--- src/rtl/mem_port_arbiter_pkg.sv ---
// Shared types for the inst/data memory port arbiter: FSM states, owner encoding and
// the saturating starvation counter helper.
package mem_port_arbiter_pkg;

   localparam int unsigned STARVE_W = 4;

   typedef enum logic [1:0] {
      StIdle = 2'd0,
      StReq  = 2'd1,
      StWait = 2'd2
   } state_e;

   typedef enum logic {
      OwnInst = 1'b0,
      OwnData = 1'b1
   } owner_e;

   function automatic logic [STARVE_W-1:0] sat_inc(input logic [STARVE_W-1:0] cnt,
                                                   input logic [STARVE_W-1:0] lim);
      return (cnt >= lim) ? lim : cnt + 1'b1;
   endfunction

endpackage

--- src/rtl/mem_port_arbiter.sv ---
// Single-outstanding memory port shared by instruction fetch and data access, with fixed
// data priority, an anti-starvation counter for fetch and flush-based fetch cancellation.
module mem_port_arbiter
   import mem_port_arbiter_pkg::*;
#(
   parameter int unsigned ADDR_W     = 32,
   parameter int unsigned DATA_W     = 32,
   parameter int unsigned STARVE_MAX = 4
) (
   input  logic                clk,
   input  logic                rst,
   input  logic                inst_req_valid,
   input  logic [ADDR_W-1:0]   inst_req_addr,
   output logic                inst_req_allowin,
   input  logic                inst_flush,
   output logic                inst_rsp_valid,
   output logic [DATA_W-1:0]   inst_rsp_rdata,
   input  logic                data_req_valid,
   input  logic                data_req_wr,
   input  logic [ADDR_W-1:0]   data_req_addr,
   input  logic [DATA_W-1:0]   data_req_wdata,
   input  logic [DATA_W/8-1:0] data_req_wstrb,
   output logic                data_req_allowin,
   output logic                data_rsp_valid,
   output logic [DATA_W-1:0]   data_rsp_rdata,
   output logic                mem_req_valid,
   input  logic                mem_req_ready,
   output logic                mem_req_wr,
   output logic [ADDR_W-1:0]   mem_req_addr,
   output logic [DATA_W-1:0]   mem_req_wdata,
   output logic [DATA_W/8-1:0] mem_req_wstrb,
   input  logic                mem_rsp_valid,
   input  logic [DATA_W-1:0]   mem_rsp_rdata
);

   localparam int unsigned STRB_W = DATA_W / 8;

   typedef struct packed {
      logic              wr;
      logic [ADDR_W-1:0] addr;
      logic [DATA_W-1:0] wdata;
      logic [STRB_W-1:0] wstrb;
   } req_t;

   state_e              state_q, state_d;
   owner_e              owner_q, owner_d;
   logic                cancel_q, cancel_d;
   req_t                req_q, req_d;
   logic [STARVE_W-1:0] starve_q, starve_d;
   logic                inst_rsp_valid_q, inst_rsp_valid_d;
   logic                data_rsp_valid_q, data_rsp_valid_d;
   logic [DATA_W-1:0]   inst_rdata_q, inst_rdata_d;
   logic [DATA_W-1:0]   data_rdata_q, data_rdata_d;

   logic idle;
   logic starved;
   logic inst_grant;
   logic data_grant;

   // Gating with rst keeps the allowins low while reset is held.
   assign idle    = rst & (state_q == StIdle);
   assign starved = (starve_q == STARVE_W'(STARVE_MAX));

   assign data_req_allowin = idle & ~(inst_req_valid & ~inst_flush & starved);
   assign inst_req_allowin = idle & ~inst_flush & (~data_req_valid | starved);
   assign data_grant       = data_req_valid & data_req_allowin;
   assign inst_grant       = inst_req_valid & inst_req_allowin;

   always_comb begin
      state_d          = state_q;
      owner_d          = owner_q;
      cancel_d         = cancel_q;
      req_d            = req_q;
      starve_d         = starve_q;
      inst_rsp_valid_d = 1'b0;
      data_rsp_valid_d = 1'b0;
      inst_rdata_d     = inst_rdata_q;
      data_rdata_d     = data_rdata_q;

      if ((state_q != StIdle) && (owner_q == OwnInst) && inst_flush) begin
         cancel_d = 1'b1;
      end

      unique case (state_q)
         StIdle: begin
            if (data_grant) begin
               state_d  = StReq;
               owner_d  = OwnData;
               cancel_d = 1'b0;
               req_d    = '{wr: data_req_wr, addr: data_req_addr, wdata: data_req_wdata,
                            wstrb: data_req_wstrb};
               if (inst_req_valid) begin
                  starve_d = sat_inc(starve_q, STARVE_W'(STARVE_MAX));
               end
            end else if (inst_grant) begin
               state_d  = StReq;
               owner_d  = OwnInst;
               cancel_d = 1'b0;
               req_d    = '{wr: 1'b0, addr: inst_req_addr, wdata: '0, wstrb: '0};
               starve_d = '0;
            end
         end
         StReq: begin
            if (mem_req_ready) begin
               state_d = StWait;
            end
         end
         StWait: begin
            if (mem_rsp_valid) begin
               state_d  = StIdle;
               cancel_d = 1'b0;
               if (owner_q == OwnData) begin
                  data_rsp_valid_d = 1'b1;
                  data_rdata_d     = req_q.wr ? '0 : mem_rsp_rdata;
               end else if (!cancel_q && !inst_flush) begin
                  inst_rsp_valid_d = 1'b1;
                  inst_rdata_d     = mem_rsp_rdata;
               end
            end
         end
         default: state_d = StIdle;
      endcase
   end

   always_ff @(posedge clk or negedge rst) begin
      if (!rst) begin
         state_q          <= StIdle;
         owner_q          <= OwnInst;
         cancel_q         <= 1'b0;
         req_q            <= '0;
         starve_q         <= '0;
         inst_rsp_valid_q <= 1'b0;
         data_rsp_valid_q <= 1'b0;
         inst_rdata_q     <= '0;
         data_rdata_q     <= '0;
      end else begin
         state_q          <= state_d;
         owner_q          <= owner_d;
         cancel_q         <= cancel_d;
         req_q            <= req_d;
         starve_q         <= starve_d;
         inst_rsp_valid_q <= inst_rsp_valid_d;
         data_rsp_valid_q <= data_rsp_valid_d;
         inst_rdata_q     <= inst_rdata_d;
         data_rdata_q     <= data_rdata_d;
      end
   end

   assign mem_req_valid  = (state_q == StReq);
   assign mem_req_wr     = req_q.wr;
   assign mem_req_addr   = req_q.addr;
   assign mem_req_wdata  = req_q.wdata;
   assign mem_req_wstrb  = req_q.wstrb;
   assign inst_rsp_valid = inst_rsp_valid_q;
   assign inst_rsp_rdata = inst_rdata_q;
   assign data_rsp_valid = data_rsp_valid_q;
   assign data_rsp_rdata = data_rdata_q;

`ifndef SYNTHESIS
   rsp_only_in_wait: assert property (@(posedge clk) disable iff (!rst)
      mem_rsp_valid |-> (state_q == StWait));
`endif

endmodule

--- config.mk ---
export PLATFORM = sky130hd
export DESIGN_NAME = mem_port_arbiter
export DESIGN_NICKNAME = d
export VERILOG_FILES = /design/src/rtl/mem_port_arbiter_pkg.sv /design/src/rtl/mem_port_arbiter.sv
export SDC_FILE = /design/constraint.sdc
export NUM_CORES = 1
export LEC_CHECK = 0
export BUFFER_PORTS_ARGS = -buffer_cell sky130_fd_sc_hd__clkbuf_2
export CORE_UTILIZATION = 45
export CTS_CLUSTER_SIZE = 10
export DETAILED_ROUTE_END_ITERATION = 10
export PLACE_DENSITY = 0.85
export SYNTH_ARGS = -nofsm -noshare
export SYNTH_HDL_FRONTEND = slang
export SYNTH_SLANG_ARGS = --single-unit
--- constraint.sdc ---
create_clock -name clk -period 1.75 [get_ports clk]
set_input_delay 0.2625 -clock clk [delete_from_list [all_inputs] [get_ports clk]]
set_output_delay 0.2625 -clock clk [all_outputs]
set_load 0.02 [all_outputs]
* Word-level counts from Yosys, hierarchy flattened
Index checks and enable logic that the tools add are counted.
Word-level totals: register bits 143, input port bits 140, output and inout bits 138, word-level logic and storage cells 73
Cells by class: order comparisons 1, reduce and logical (&&, ||, !) cells 13, $add $sub $neg 1, bitwise gates (word level) 13, equal/unequal tests 7, mux-type cells 26
Operators with widths (count):
- $mux 69 | 2
- $mux 32 | 1
- $mux 4 | 4
- $mux 1 | 13
- $reduce_and 3->1 | 3
- $and 1x1->1 | 8
- $mux 2 | 4
- $pmux 2 s3 | 1
- $add 4x1->4 const B | 1
- $eq 4x3->1 const B | 1
- $ge 4x3->1 const B | 1
- $ne 2x2->1 const B | 2
- $not 1->1 | 4
- $reduce_and 4->1 | 1
- $reduce_bool 2->1 | 2
- $logic_and 1x1->1 | 3
- $ne 3x3->1 const B | 1
- $eq 2x1->1 const B | 1
- $eq 2x2->1 const B | 1
- $logic_not 1->1 | 2
- $logic_not 2->1 | 1
- $ne 2x1->1 const B | 1
- $pmux 1 s2 | 1
- $reduce_and 2->1 | 1
- $or 1x1->1 | 1

* Depth between registers and ports, before layout
depth after elaboration 8, mapped depth 8, mapped depth without buffers 6

* Worst setup path before layout
OpenSTA, ideal clock, no wires.
path type register to output, start point register starve_q[0], end point output port inst_req_allowin, cell stages (with the launch flop) 5, data arrival time 1.313 ns, data required time 1.487 ns, setup slack 0.174 ns, buffers on the path 0, path through dfrtp_1 > inv_1 > ha_1 > nand3b_1 > a211oi_1
On the way: cells in the longest elaborated chain, start to end 3
RTL lines:
- from (decl) | line mem_port_arbiter.sv:49 | logic [STARVE_W-1:0] starve_q, starve_d;
- from (signal assigned) | line mem_port_arbiter.sv:141 | starve_q <= starve_d;
- $eq 4x3->1 | line mem_port_arbiter.sv:62 | assign starved = (starve_q == STARVE_W'(STARVE_MAX));
- $or 1x1->1 | line mem_port_arbiter.sv:65 | assign inst_req_allowin = idle & ~inst_flush & (~data_req_valid | starved);
- $and 1x1->1 | line mem_port_arbiter.sv:65
- to (decl) | line mem_port_arbiter.sv:14 | output logic inst_req_allowin,
No other way between the ends.

* Worst setup path in the final report
start point register starve_q[0], end point register req_q, in the netlist mem_req_addr[17]
On the way: cells in the longest elaborated chain, start to end 7, elaborated cells between the ends (all ways) 11, those cells by class eq/ne (1); mux (1); bitwise (7); reduce/logical (2)
RTL lines:
- $eq 4x3->1 (*) | line mem_port_arbiter.sv:62
- $and 1x1->1 | line mem_port_arbiter.sv:64 | assign data_req_allowin = idle & ~(inst_req_valid & ~inst_flush & starved);
- $not 1->1 | line mem_port_arbiter.sv:64
- $and 1x1->1 | line mem_port_arbiter.sv:64
- $and 1x1->1 | line mem_port_arbiter.sv:66 | assign data_grant = data_req_valid & data_req_allowin;
- $reduce_bool 2->1 (no source line)
- $reduce_and 2->1 (no source line)
- to (signal assigned) | line mem_port_arbiter.sv:140 | req_q <= req_d;
- to (decl) | line mem_port_arbiter.sv:48 | req_t req_q, req_d;
Mark *: on every way between the ends. The rest lies on a longest branch, timed or not. A chain may end at the register's enable or synchronous reset.

==> metrics.csv <==
metric,value,unit
Global Route met2 Usage,40.00,%
Residual DRC,0,
post-route insts no fill,989,
P per Cell Area,1775,mW/mm²
M1 GR Usage,28.76,%
Total Routing Usage GR,23.69,%
clk root buf,clkbuf_16,
routed vias,4996,
global-route congestion overflow total,0,
clock power share,23.6,%
Area Overhead vs Synth,46.32,%
RSZ-0062 raised after global routing,true,
"CTS clk-pin slew, worst paths",0.06,ns
nets@finish,950,
initial core utilization,47.03,%
GRT Max-Usage Layer,met2,
Setup Skew,0.005756,ns
fin crit share,106.3,%
hold violation total from the final report,0,
final instance area,0.008403,mm²
LEAKAGE,4.372,nW
Logic pwr share,39.7,%
DIE AREA,0.01322,mm²
top_reg_cell synth,dfrtp_1,
largest net degree at the start of global routing,111,
Worst path max stage delay,0.38,ns
hold path cells,2,
Highest Clock Rate,537.7,MHz
Setup CP Type,flop to flop,
critical path startpoint,starve_q[0],
final setup fails,72,
Final HPWL DP,10720,µm
R2R cell count,9,
Placer Congestion,0.7975,
first-pass GRT wire length,24050,µm
Critical Path AT,2.16,ns
critical path cell sequence,"inv_2, ha_2, nand3b_1, buf_6, buf_4, o211a_4, clkbuf_16, a21oi_2, a21oi_1",
ys async rst share,100.0,%
Switching Share,38.27,%
CTS tree,done,
CP max-delay cell,dfrtp_1,
Pint,0.009207,W
Hold WC Path Type,primary input to flop,
worst r2r dst,mem_req_addr[17],
initial antenna violation count,1,
worst setup margin,-0.1098,ns
switching power,0.005707,W
FF-to-FF Start,starve_q[0],
outcome,"complete, but fails checks",
layout cell share with drive strength beyond 1,50.61,%
sequential power share,36.7,%
synthesized area,0.005743,mm²
placed insts,943,
maximum root-to-sink buffer count,2,
#FFs+latches synth,143,
post-synth cell types,31,
Util after Layout,68.81,%
Port Buffers,277,
Synth Instances,517,
Max Cap Viol,0,
# fillers,912,
CP endpoint,mem_req_addr[17],
Mapped Nets,659,
relative slew slack,62.63,%
Rows,40,
Syn. warnings,0,
top post-synthesis cells by area,"dfrtp_1 (62%), mux2_2 (6.3%), a22o_1 (5.8%), a21oi_1 (5.6%), nand2_1 (4.6%)",
Die W,115.0,µm
First-pass DRT Iterations,4,
number of global-route vias before repair,4954,
Routed Wire Length,15840,µm
Worst R2R Setup Slack,-0.11,ns
vias per cell,5.052,
Routed WL per cell,16.01,µm
startpoint class of the critical path,flop,
Avg Inst Size Synth,11.11,µm²
Period minus WS final,1.860,ns
dpl cell area,0.007391,mm²
CTS Buf Count,17,
CP Data Required Time,2.05,ns
met3 GRT Util,7.855,%
DIE HEIGHT,115.0,µm
H-Tree Depth,4,
CP max FO,8,
I/O pins,278,
Routed Antenna Nets,0,
VDD IR max,0.001121,V
violated checks,setup timing,
Post-synth EDFFs,0,
Synth top area share,62.31,%
"Slew Viols, Final",0,
number of sinks on the clock net,143,
Iter 0 DRT Violations,301,
setup_tns,-3.727,ns
crit path capture type,flop,
core area,0.01221,mm²
"Clk Latency, worst-skew pair",0.41,ns
Min Hold Slack,0.05991,ns
cell taking the most area after synthesis,dfrtp_1,
register area share after synthesis,62.31,%
Worst Tran Pin Value,0.5605,ns
## cells in the final DEF, fill, tap and decap left out, types with 2 or more instances in the layout
cell type     n
bufinv_16     2
a22o_1       38
nor2_1       36
clkinv_2      2
o21ai_0      32
nand2b_1     34
nand2_1      71
clkbuf_2    274
clkbuf_1      2
inv_1         4
a21oi_2      31
nor2b_1       3
clkbuf_8      3
buf_12        9
mux2_2       32
buf_6         3
clkbuf_16    20
clkinv_4      2
nand4_1       2
dfrtp_1     143
a21oi_4       4
clkinvlp_4    3
a21oi_1      29
o21ai_2       2
buf_4        17
## layout make-up
cell class              instances  area [µm²]  area share, %
diodes                          1       2.502        0.02978
clock buffers                  22       474.2          5.643
clock inverters                 9       110.1          1.310
inverters                       5       18.77         0.2233
multi-input cells             333        2193          26.10
flip-flops and latches        143        3578          42.58
well taps                     168       210.2          2.501
repair buffers                308        1815          21.61
## power groups by stage
stage / registers, W / logic (W) / clock network, W
2_1_floorplan: 0.00712 / 0.00177 / 0
3_3_place_gp: 0.00546 / 0.00550 / 0
3_5_place_dp: 0.00550 / 0.00563 / 0
4_1_cts: 0.00547 / 0.00568 / 0.00359
5_1_grt: 0.00564 / 0.00638 / 0.00374
6_report: 0.00547 / 0.00592 / 0.00353
## registers in the layout, summed over array words and instances, names as in the netlist, 2 cells and up
register	count
inst_rsp_rdata	32
state_q	2
mem_req_wdata	32
mem_req_wstrb	4
mem_req_addr	32
starve_q	4
data_rsp_rdata	32
## Yosys cell counts (2+ instances only)
cell type,n
o21ai_1,2
dfrtp_1,143
a22o_1,38
nand4_1,2
nor2b_1,3
a21oi_1,64
nand2b_1,34
buf_2,11
buf_1,2
nand3_1,2
mux2_2,32
nor2_1,37
o21ai_0,33
nand2_1,71
ha_1,2
clkbuf_1,22
inv_1,5
## worst min-delay path by stage
stage                                  from                to  slack (ns)
final                         mem_req_ready        state_q[0]        0.06
after CTS                     mem_req_ready        state_q[0]        0.04
after global routing      data_req_wdata[4]  mem_req_wdata[4]        0.05
after global placement                  rst       starve_q[2]        0.34
after floorplan                         rst          cancel_q       -0.03
after detailed placement                rst       starve_q[3]        0.35
## stage by stage
stage                     power, W  setup WS, ns
after floorplan           0.008889        0.1742
after global placement     0.01096        0.1111
after detailed placement   0.01114       0.05105
after CTS                  0.01474      -0.09753
after global routing       0.01575       -0.1908
final                      0.01491       -0.1098
## cell families after synthesis
| kind of cell | after synthesis | share of synthesized area, % |
|---|---|---|
| flops | 143 | 62.31 |
| fa+ha+maj | 2 | 0.4357 |
| compound gates | 144 | 15.53 |
| buf+inv | 41 | 3.050 |
| mux | 32 | 6.275 |
| simple gates | 155 | 12.40 |
## repair_timing
item / CTS / global route
pin swaps: 1 / 31
gates cloned: 0 / 6
endpoints found under the setup margin: 2 / 75
hold buffers: 1 / 0
resized for setup: 4 / 63
setup buffers: 5 / 2
endpoints found under the hold margin: 143 / 0
## worst max-delay path: cells and delay by family (launching register included)
kind                       cells  cell delay [ns]
DFF                            1             0.38
and+or+nand+nor                1             0.12
buffers and inverters          4             0.53
adders and majority gates      1             0.16
AOI/OAI and AO/OA              3             0.53
## routing by layer
layer  wire (µm)  vias up  share of wire, %
met5           0        -                 0
met1        6181     2388                39
li1            -     2369                 -
met2        8212      215                52
met3        1193       24               7.5
met4         248        0               1.6
No activity file was read; power rests on OpenSTA's default activity.
